### config.mk
export PLATFORM = sky130hd
export DESIGN_NAME = aes_dec_sequencer
export DESIGN_NICKNAME = d
export VERILOG_FILES = /design/src/rtl/aes_ctrl_pkg.sv /design/src/rtl/aes_dec_sequencer.sv
export SDC_FILE = /design/constraint.sdc
export NUM_CORES = 1
export LEC_CHECK = 0
export ABC_AREA = 0
export ABC_CLOCK_PERIOD_IN_PS = 3800
export BUFFER_PORTS_ARGS = -buffer_cell sky130_fd_sc_hd__buf_4
export CORE_MARGIN = 4
export CORE_UTILIZATION = 40
export DETAILED_ROUTE_END_ITERATION = 10
export SKIP_LAST_GASP = 1
export SLEW_MARGIN = 0
export SYNTH_ARGS = -nofsm -noshare
export SYNTH_HDL_FRONTEND = slang
export SYNTH_SLANG_ARGS = --single-unit
### constraint.sdc
create_clock -name CLK -period 3.8 [get_ports CLK]
set_input_delay 0.19 -clock CLK [delete_from_list [all_inputs] [get_ports CLK]]
set_output_delay 0.19 -clock CLK [all_outputs]
set_load 0.05 [all_outputs]
### src/rtl/aes_ctrl_pkg.sv
// aes_ctrl_pkg: shared state encoding, datapath op codes and round count for the AES decrypt control
package aes_ctrl_pkg;
  typedef enum logic [3:0] {IDLE, KEYGO, KEYWAIT, ARK0, ISR, ISB, ARK, IMC, MSGLD, DONE} state_e;
  localparam logic [1:0] OP_ARK = 2'd0;
  localparam logic [1:0] OP_ISR = 2'd1;
  localparam logic [1:0] OP_ISB = 2'd2;
  localparam logic [1:0] OP_IMC = 2'd3;
  localparam int AES128_ROUNDS = 10;
endpackage

### src/rtl/aes_dec_sequencer.sv
// aes_dec_sequencer: Moore control FSM stepping a single-state datapath through the AES inverse cipher
module aes_dec_sequencer
  import aes_ctrl_pkg::*;
#(
  parameter int NUM_ROUNDS    = AES128_ROUNDS,
  parameter bit MIXCOL_SERIAL = 1'b1
) (
  input  logic       CLK,
  input  logic       RESET_N,
  input  logic       AES_START,
  output logic       AES_DONE,
  output logic       KEYEXP_GO,
  input  logic       KEYEXP_DONE,
  output logic       STATE_LD,
  output logic       STATE_WE,
  output logic [1:0] OP_SEL,
  output logic [3:0] ROUND_IDX,
  output logic [1:0] COL_SEL,
  output logic       MSG_LD,
  output logic       BUSY
);
  state_e     state, nxt;
  logic [3:0] rnd, rnd_n;
  logic [1:0] col, col_n;
  logic       start_q;
  // start_q resets high so a START level present at reset release is not taken as an edge
  always_ff @(posedge CLK or negedge RESET_N)
    if (!RESET_N) begin
      state   <= IDLE;
      rnd     <= 4'd0;
      col     <= 2'd0;
      start_q <= 1'b1;
    end else begin
      state   <= nxt;
      rnd     <= rnd_n;
      col     <= col_n;
      start_q <= AES_START;
    end
  always_comb begin
    nxt   = state;
    rnd_n = rnd;
    col_n = col;
    case (state)
      IDLE:    nxt = (AES_START && !start_q) ? KEYGO : IDLE;
      KEYGO:   nxt = KEYWAIT;
      KEYWAIT: nxt = KEYEXP_DONE ? ARK0 : KEYWAIT;
      ARK0: begin
        nxt   = ISR;
        rnd_n = 4'(NUM_ROUNDS - 1);
      end
      ISR:     nxt = ISB;
      ISB:     nxt = ARK;
      ARK: begin
        nxt   = (rnd != 4'd0) ? IMC : MSGLD;
        col_n = 2'd0;
      end
      IMC:
        if (!MIXCOL_SERIAL || col == 2'd3) begin
          nxt   = ISR;
          rnd_n = (rnd != 4'd0) ? rnd - 4'd1 : rnd;
          col_n = 2'd0;
        end else col_n = col + 2'd1;
      MSGLD:   nxt = DONE;
      DONE:    nxt = AES_START ? DONE : IDLE;
      default: nxt = IDLE;
    endcase
  end
  assign KEYEXP_GO = state == KEYGO;
  assign STATE_LD  = state == KEYGO;
  assign STATE_WE  = state inside {ARK0, ISR, ISB, ARK, IMC};
  assign OP_SEL    = state == ISR ? OP_ISR : state == ISB ? OP_ISB : state == IMC ? OP_IMC : OP_ARK;
  assign ROUND_IDX = state == ARK0 ? 4'(NUM_ROUNDS) : state == ARK ? rnd : 4'd0;
  assign COL_SEL   = (state == IMC && MIXCOL_SERIAL) ? col : 2'd0;
  assign MSG_LD    = state == MSGLD;
  assign AES_DONE  = state == DONE;
  assign BUSY      = !(state inside {IDLE, DONE});
endmodule
==> metrics.cfg, run 1 <==
[die]
dieArea_mm2 = 0.00260
floorplan.rows = 15
floorplan.die.width_um = 51.0
ios = 18
initial_core_utilization_pct = 42.4
design.core.area_mm2 = 0.00175
dieHeight_um = 51.0

[logic_synthesis]
synth-seq-cells = 11
synth-edff-count = 0
synth_fp_nets = 91
synthCells = 85
async_reset_ff_share_pct = 100
syn-cell-area_um2 = 739
synth-warning-count = 0
postSynthAreaPerCell_um2 = 8.70
dominantRegCellSynth = sky130_fd_sc_hd__dfrtp_1
synth_cell_types = 35
seq_area_frac_synth_pct = 37.4

[placement]
hpwl_um = 1170
gp_congestion = 0.770
io_buffer_count = 17

[global_route]
antenna_found_initial = 0
groute.usage.overall_pct = 14.4
groute.layer.met2.usage_pct = 19.3
grt_first_pass_wirelength_um = 2820
grtUsageMet1_pct = 21.5
grt_start_max_net_pins = 19
global_route.overflow_total = 0
global_route.usage.met3_pct = 5.54
layer_with_the_highest_usage = met1
first_global_vias = 573

[cells_and_area]
fin_util_pct = 51.6
area_growth_syn_to_layout_pct = 21.8
final_layout_size_suffix_gt1_share_pct = 24.8
fin_nets = 108
diodes = 0

[sta]
hold_viol_final = 0
min_period_over_period_pct = 54.6
skew_ps = 7.40
tns_ps = 0
period_needed_ps = 2070
max_frequency_mhz = 482
rsz_0062_raised_after_global_routing = no
final_max_slew_viol_count = 0
slew_headroom_pct = 62.4
report.final.setup_viol = 0
worst_pin_slew_ps = 564

[worst_setup_path]
worst_ep_required_time_ps = 3610
cp.arrival_ps = 1880
worstSetupEndpointType = primary output
critical_path.n_buffers_inverters = 1
crit_family = simple AND/OR/NAND/NOR gates
cpMaxStageDelayCell = sky130_fd_sc_hd__dfrtp_1
crit_path_start_kind = flop
crit_path_cell_trace = nand2_1 -> nor3b_2 -> and2_1 -> buf_4
crit_path_max_cell_delay_ps = 700
criticalPathCategory = flop to primary output
crit_path_max_fanout = 18

[detailed_routing]
average_wire_per_standard_cell_um = 12.9
wirelength_um = 1630
detailroute.via_count = 664
drc = 0
drt-pass1-iter-count = 5
drt.antenna.violating_nets = 0
drt_iter0_markers = 35
via_per_inst = 5.27

[status]
outcome = finished, final reports clean

[clock_network]
root_buffer = sky130_fd_sc_hd__clkbuf_4
cts_inserted_buffers = 3
clkTransAtPathRegs_ps = 70
postCtsSetupBuffers = 0
cts_h_tree_depth = 1
cts_sinks = 11
clock_network_latency_to_the_later_pin_of_the_worst_skew_pair_ps = 270
clock_tree.buffer_depth = 2
tritoncts = done

[worst_hold_path]
min_path_type = input pin to flop

[flow_run]
cap_viol_max_count = 0

-- kinds of logic (layout without fill, tap and decap cells) --
logic type	Yosys count	after routing	share of synthesized area, %
compound gates	21	21	19.3
xor+xnor	1	1	1.18
fa+ha+maj	2	2	3.38
buf+inv	9	25	6.09
flops	11	11	37.4
simple gates	41	41	32.7
-- flip-flops by register name, indices dropped and copies added, names as in the netlist --
signal   count
rnd          4
col          2
start_q      1
state        4
-- routing by layer --
layer  wire length (um)  vias to the layer above  part of all wire (%)
li1                   -                      337                     -
met1                838                      308                    52
met2                697                       17                    43
met3                 80                        2                   4.9
met4                 10                        0                  0.61
met5                  0                        -                     0
-- worst paths after layout --
kind	from	endpoint	slack, ps	cells after the start
worst max-delay path	state[0]$_DFFE_PN0P_	COL_SEL[1]	1730	4
worst min-delay path	AES_START	start_q$_DFF_PN1_	40	1
worst max register to register	rnd[0]$_DFFE_PN0P_	state[1]$_DFFE_PN0P_	2150	6
worst min register to register	rnd[0]$_DFFE_PN0P_	rnd[0]$_DFFE_PN0P_	500	1
max in group asynchronous	RESET_N	start_q$_DFF_PN1_	3290	2
min in group asynchronous	RESET_N	state[1]$_DFFE_PN0P_	290	2
-- synth_stat cells, types with 3 or more instances --
cell,count,area [um2]
sky130_fd_sc_hd__nand4b_1,3,26.3
sky130_fd_sc_hd__nand2b_1,5,31.3
sky130_fd_sc_hd__a21oi_1,4,20.0
sky130_fd_sc_hd__inv_1,3,11.3
sky130_fd_sc_hd__nand3b_1,3,22.5
sky130_fd_sc_hd__o21ai_0,4,20.0
sky130_fd_sc_hd__a21o_1,4,30.0
sky130_fd_sc_hd__nor2_1,7,26.3
sky130_fd_sc_hd__dfrtp_1,10,250
sky130_fd_sc_hd__nand2_1,9,33.8
sky130_fd_sc_hd__buf_2,3,15.0
-- stage by stage --
step / cell area (um2) / instances / worst slack (ps) / hold WS [ps]
after detailed placement: 865 / 121 / 2020 / 34.0
after floorplan: 739 / 85 / 1530 / -106
after global routing: 901 / 126 / 1530 / 24.9
final: 901 / 126 / 1730 / 36.6
after CTS: 901 / 126 / 1700 / 30.7
after global placement: 865 / 121 / 2020 / 31.5
-- cell usage in the layout, fill, tap and decap left out, drive strengths merged, types with 2 or more instances in the layout --
cell type / count
nand2: 9
clkbuf: 4
nand2b: 5
nand4b: 3
and2: 3
nor2: 8
buf: 17
nand3b: 3
a21o: 4
ha: 2
inv: 3
o21ai: 6
nor3b: 3
a21oi: 4
dfrtp: 10
nor3: 2
-- cell type report --
class	instances	area, um2
multi-input combinational	65	418
timing repair buffer	18	138
tap	25	31.3
inverter	3	11.3
fill	177	845
sequential	11	277
clock buffer	4	26.3
-- timing repair --
action	4_1_cts	5_1_grt
gates resized for setup	0	0
endpoints found under the hold margin	11	0
hold buffers	1	0
setup endpoints to repair	0	0
Power of run 1 is left out: the tool's default activity adds up to more than one toggle a clock period on the data nets, which glitch-free logic cannot reach.
==> run 2, diff against run 1 <==
--- a/config.mk
+++ b/config.mk
@@ -6,7 +6,7 @@
 export NUM_CORES = 1
 export LEC_CHECK = 0
 export ABC_AREA = 0
-export ABC_CLOCK_PERIOD_IN_PS = 3800
+export ABC_CLOCK_PERIOD_IN_PS = 2000
 export BUFFER_PORTS_ARGS = -buffer_cell sky130_fd_sc_hd__buf_4
 export CORE_MARGIN = 4
 export CORE_UTILIZATION = 40
==> constraint.sdc (replaced) <==
create_clock -name CLK -period 2 [get_ports CLK]
set_input_delay 0.1 -clock CLK [delete_from_list [all_inputs] [get_ports CLK]]
set_output_delay 0.1 -clock CLK [all_outputs]
set_load 0.05 [all_outputs]
==> run 2 against run 1 <==
  * Sequential share of layout area shrank 1.1 points
  * Non-clock buffer count grew 4
  * Die area is the same
  * Largest cell class unchanged
  * Highest routed layer unchanged
==> metrics.cfg, run 2 (synthesis gave the netlist of run 1 again) <==
[clock_network]
cts_sinks = 11
clkTransAtPathRegs_ps = 70
cts_h_tree_depth = 1
cts_inserted_buffers = 3
clock_network_latency_to_the_later_pin_of_the_worst_skew_pair_ps = 270
tritoncts = done
clock_tree.buffer_depth = 2
root_buffer = sky130_fd_sc_hd__clkbuf_4

[die]
initial_core_utilization_pct = 42.4
dieHeight_um = 51.0
floorplan.die.width_um = 51.0
floorplan.rows = 15
ios = 18
dieArea_mm2 = 0.00260
design.core.area_mm2 = 0.00175

[detailed_routing]
average_wire_per_standard_cell_um = 12.9
drt.antenna.violating_nets = 0
via_per_inst = 5.20
drt_iter0_markers = 23
detailroute.via_count = 676
wirelength_um = 1670
drc = 0
drt-pass1-iter-count = 4

[global_route]
first_global_vias = 622
antenna_found_initial = 0
global_route.overflow_total = 0
grt_first_pass_wirelength_um = 2880
grt_start_max_net_pins = 18
groute.usage.overall_pct = 14.8

[placement]
hpwl_um = 1170
gp_congestion = 0.830
io_buffer_count = 17

[sta]
max_frequency_mhz = 543
min_period_over_period_pct = 92.1
tns_ps = 0
hold_viol_final = 0
period_needed_ps = 1840
final_max_slew_viol_count = 0
report.final.setup_viol = 0
skew_ps = 4.64
slew_headroom_pct = 68.8
worst_pin_slew_ps = 466
rsz_0062_raised_after_global_routing = yes

[flow_run]
cap_viol_max_count = 0

[worst_setup_path]
crit_path_start_kind = flop
crit_path_max_fanout = 17
criticalPathCategory = flop to primary output
worst_ep_required_time_ps = 1900
cp.arrival_ps = 1740
worstSetupEndpointType = primary output

[status]
outcome = finished, final reports clean

[cells_and_area]
fin_nets = 112
layout_top_registers = rnd (4), state (4), col (2)
most-common-layout-cells = 20 x sky130_fd_sc_hd__buf_4, 9 x sky130_fd_sc_hd__nand2_1, 9 x sky130_fd_sc_hd__dfrtp_1
multi_input_area_um2 = 423
final_layout_size_suffix_gt1_share_pct = 28.6
seqCellArea_um2 = 278
diodes = 0
filler_cell_count = 170
mostFrequentLayoutCell = sky130_fd_sc_hd__buf_4
area_growth_syn_to_layout_pct = 27.1

[worst_hold_path]
min_path_type = input pin to asynchronous set/reset pin

==> run 2: per-stage QoR <==
stage	setup slack, ps	util, %	hold slack [ps]	instances	area (um2)
after global routing	-10.3	53.8	199	130	940
final	158	53.8	197	130	940
after detailed placement	392	50.3	-56.2	122	877
after CTS	99.8	52.9	191	128	923
after floorplan	67.1	-	-196	85	744
after global placement	366	50.3	-55.0	122	877
==> run 2: metal layers <==
layer / routed length, um / up-vias / global-route usage (%)
met5: 0 / - / 0
met4: 7 / 0 / 4.04
met3: 73 / 2 / 5.25
met2: 775 / 17 / 21.9
met1: 816 / 313 / 20.1
li1: - / 344 / -
==> run 2: path summary, 6_finish.rpt <==
check	startpoint	end	slack, ps	cells after the start
min in group CLK	KEYEXP_DONE	state[0]$_DFFE_PN0P_	360	5
worst min-delay path	RESET_N	state[2]$_DFFE_PN0P_	200	2
worst max-delay path	state[3]$_DFFE_PN0P_	ROUND_IDX[0]	160	5
max in group asynchronous	RESET_N	start_q$_DFF_PN1_	1580	2
worst min register to register	rnd[0]$_DFFE_PN0P_	rnd[0]$_DFFE_PN0P_	500	1
worst max register to register	col[0]$_DFFE_PN0P_	rnd[3]$_DFFE_PN0P_	370	5
==> run 2: worst max-delay path, stage by stage, from the launching register on <==
cell and delay [ps]:
sky130_fd_sc_hd__dfrtp_1 550, sky130_fd_sc_hd__nand3b_1 290, sky130_fd_sc_hd__nor2_2 250, sky130_fd_sc_hd__inv_1 90
sky130_fd_sc_hd__nor2_1 90, sky130_fd_sc_hd__buf_4 200
==> run 2: timing repair <==
| action | CTS | global route |
|---|---|---|
| hold endpoints to repair | 12 | 0 |
| buffers inserted | 0 | 2 |
| setup endpoints to repair | 0 | 6 |
| resized for setup | 0 | 1 |
| hold buffers | 2 | 0 |
==> run 2: cell type report <==
class / instances / share of cell area, %
repair buffers: 22 / 18.1
inverters: 3 / 1.20
flip-flops and latches: 11 / 29.6
well taps: 25 / 3.33
clock buffers: 4 / 2.80
multi-input cells: 65 / 45.0
Power of run 2 is left out for the same reason.
==> run 3, diff against run 2 <==
--- a/config.mk
+++ b/config.mk
@@ -5,10 +5,10 @@
 export SDC_FILE = /design/constraint.sdc
 export NUM_CORES = 1
 export LEC_CHECK = 0
-export ABC_AREA = 0
+export ABC_AREA = 1
 export ABC_CLOCK_PERIOD_IN_PS = 2000
 export BUFFER_PORTS_ARGS = -buffer_cell sky130_fd_sc_hd__buf_4
-export CORE_MARGIN = 4
+export CORE_MARGIN = 2
 export CORE_UTILIZATION = 40
 export DETAILED_ROUTE_END_ITERATION = 10
 export SKIP_LAST_GASP = 1
==> run 3 against run 2 <==
  * Critical path depth up 1
  * First-iteration DRC count down 52%
  * Register-to-register slack better by 290 ps
  * Synthesized cell count up 25%
  * Clock skew down 3.8 ps
  * Flip-flop and latch count unchanged
  * Sequential share of layout area fell by 1.6 points
  * Area after synthesis is 4.6% higher
  * Critical endpoint is now ROUND_IDX[1]
  * Utilization increased by 2.1 points
  * Global-route usage increased by 4.3 points
  * Final area increased by 5.1%
==> metrics.cfg, run 3 <==
[worst_setup_path]
crit_path_max_fanout = 6
cp.depth = 6
crit_path_max_cell_delay_ps = 470
depth_of_the_worst_register_to_register_path = 7
criticalPathCategory = flop to primary output
crit_path_start_kind = flop
worstSetupEndpointType = primary output
setup.worst_path.start = state[3]$_DFFE_PN0P_
crit_path_cell_trace = inv_2 -> nand2_4 -> nor2_4 -> inv_1 -> o21ai_0 -> buf_4
crit_family = buffers and inverters
critical_path.n_buffers_inverters = 3
worst_ep_required_time_ps = 1900
cpMaxStageDelayCell = sky130_fd_sc_hd__dfrtp_1
rrSetupSlack_ps = 660
worstReg2RegEnd = rnd[3]$_DFFE_PN0P_
cp.arrival_ps = 1680
crit-reg2reg-launch = rnd[0]$_DFFE_PN0P_

[detailed_routing]
via_per_inst = 4.84
drc = 0
drt_iter0_markers = 11
average_wire_per_standard_cell_um = 11.6
wirelength_um = 1780
drt-pass1-iter-count = 4
drt.antenna.violating_nets = 0
detailroute.via_count = 740

[die]
floorplan.die.width_um = 48.0
initial_core_utilization_pct = 43.8
design.core.area_mm2 = 0.00176
floorplan.rows = 15
dieHeight_um = 48.0
ios = 18
dieArea_mm2 = 0.00230

[logic_synthesis]
synth_top_area_share_pct = 32.4
synth-edff-count = 0
synth-seq-cells = 11
yosys-top-cells-area = sky130_fd_sc_hd__dfrtp_1 32%, sky130_fd_sc_hd__nand2_1 13%, sky130_fd_sc_hd__nor2_1 6.8%, sky130_fd_sc_hd__inv_1 6.3%, sky130_fd_sc_hd__nand2_4 4.4%
synth.cells.most_frequent = 27 x sky130_fd_sc_hd__nand2_1, 14 x sky130_fd_sc_hd__nor2_1, 13 x sky130_fd_sc_hd__inv_1
synthCells = 106
netlist.top_cell.by_area = sky130_fd_sc_hd__dfrtp_1
synth_fp_nets = 112
dominantRegCellSynth = sky130_fd_sc_hd__dfrtp_1
synth-warning-count = 0
synth_cell_types = 23
postSynthAreaPerCell_um2 = 7.29
most_numerous_cell_in_the_yosys_netlist = sky130_fd_sc_hd__nand2_1
seq_area_frac_synth_pct = 35.8
async_reset_ff_share_pct = 100
syn-cell-area_um2 = 773

[sta]
skew_ps = 0.805
min_period_over_period_pct = 89.0
period_needed_ps = 1780
finalHoldWorstSlack_ps = 173
worst_pin_slew_ps = 344
hold_viol_final = 0
max_frequency_mhz = 562
rsz_0062_raised_after_global_routing = no
final_max_slew_viol_count = 0
report.final.setup_viol = 0
slew_headroom_pct = 77.1

[clock_network]
root_buffer = sky130_fd_sc_hd__clkbuf_4
clkTransAtPathRegs_ps = 70
tritoncts = done
cts_sinks = 11
clock_network_latency_to_the_later_pin_of_the_worst_skew_pair_ps = 270
cts_inserted_buffers = 3
clock_tree.buffer_depth = 2
cts_h_tree_depth = 1
ctsResizeCount = 0

[placement]
gp_congestion = 0.823
io_buffer_count = 17
hpwl_um = 1430

[flow_run]
cap_viol_max_count = 0

[power]
power.static_leakage_nw = 0.506
share_seq_of_total_power_pct = 24.8
share_of_power_burned_in_the_clock_network_pct = 9.8
powerDensity_mw_per_mm2 = 1600
power.total_mw = 1.58
cellInternalPower_uw = 670
power.net_switching_uw = 911
max-vdd-ir-drop_uv = 633
power.share.combinational_pct = 65.4
switching_fraction_of_total_power_pct = 57.6

[cells_and_area]
diodes = 0
filler_cell_count = 189
layout_top_registers = rnd (4), state (4), col (2)
mostFrequentLayoutCell = sky130_fd_sc_hd__nand2_1
area_growth_syn_to_layout_pct = 27.7
final_layout_size_suffix_gt1_share_pct = 32.0
fin_util_pct = 56.0
most-common-layout-cells = 27 x sky130_fd_sc_hd__nand2_1, 17 x sky130_fd_sc_hd__buf_4, 14 x sky130_fd_sc_hd__nor2_1
fin_nets = 135

[worst_hold_path]
min-delay-start = KEYEXP_DONE
min_path_type = input pin to flop
hold-path-endpoint = state[0]$_DFFE_PN0P_
timing.hold.worst_path_depth = 5

[status]
outcome = finished, final reports clean

[global_route]
antenna_found_initial = 0
grt_first_pass_wirelength_um = 3000
groute.usage.overall_pct = 19.1
first_global_vias = 694
grt_start_max_net_pins = 12
global_route.overflow_total = 0

[run 3: power by group through the flow]
stage / registers [mW] / clock network (mW) / logic, mW
2_1_floorplan: 0.377 / 0 / 0.805
3_3_place_gp: 0.392 / 0 / 1.03
3_5_place_dp: 0.396 / 0 / 1.04
4_1_cts: 0.392 / 0.158 / 1.04
5_1_grt: 0.403 / 0.169 / 1.14
6_report: 0.392 / 0.155 / 1.03
[run 3: worst max-delay path by stage]
stage / to
6_report: ROUND_IDX[1]
5_1_grt: ROUND_IDX[3]
4_1_cts: ROUND_IDX[1]
3_5_place_dp: ROUND_IDX[1]
3_3_place_gp: ROUND_IDX[3]
2_1_floorplan: ROUND_IDX[1]
[run 3: logic make-up after synthesis]
| group | synth area share, % |
|---|---|
| AOI/OAI and AO/OA | 8.74 |
| adders and majority gates | 3.24 |
| buffers and inverters | 8.74 |
| DFF | 35.8 |
| and+or+nand+nor | 43.5 |
[run 3: area by class of cell]
| type | count | area [um2] | area share [%] |
|---|---|---|---|
| Sequential cell | 11 | 277 | 28.0 |
| Clock buffer | 4 | 26.3 | 2.66 |
| Timing Repair Buffer | 19 | 148 | 15.0 |
| Inverter | 16 | 60.1 | 6.08 |
| Tap cell | 25 | 31.3 | 3.17 |
| Multi-Input combinational cell | 78 | 445 | 45.1 |
[run 3: repair_timing]
action                    CTS  global route
hold buffers                2             0
hold endpoints to repair   12             0
buffers inserted            0             0
[run 3: per-stage QoR]
step | std cells | cell area (um2) | TNS (ps) | setup slack (ps)
2_1_floorplan | 106 | 790 | -155 | -77.7
3_3_place_gp | 147 | 941 | 0 | 541
3_5_place_dp | 147 | 941 | 0 | 536
4_1_cts | 153 | 987 | 0 | 231
5_1_grt | 153 | 987 | 0 | 112
6_report | 153 | 987 | 0 | 220
[run 3: layer usage]
layer	wire (um)	GRT usage, %
met5	0	0
met4	35	8.11
met3	51	2.26
met2	900	33.6
met1	794	23.2
[run 3: worst register-to-register path: cells and delay by family, from the launching register on]
kind	cells	cell delay (ps)
buf+inv	1	120
simple gates	5	530
flops	1	380
fa+ha+maj	1	190
Power figures use the tool's default switching activity.
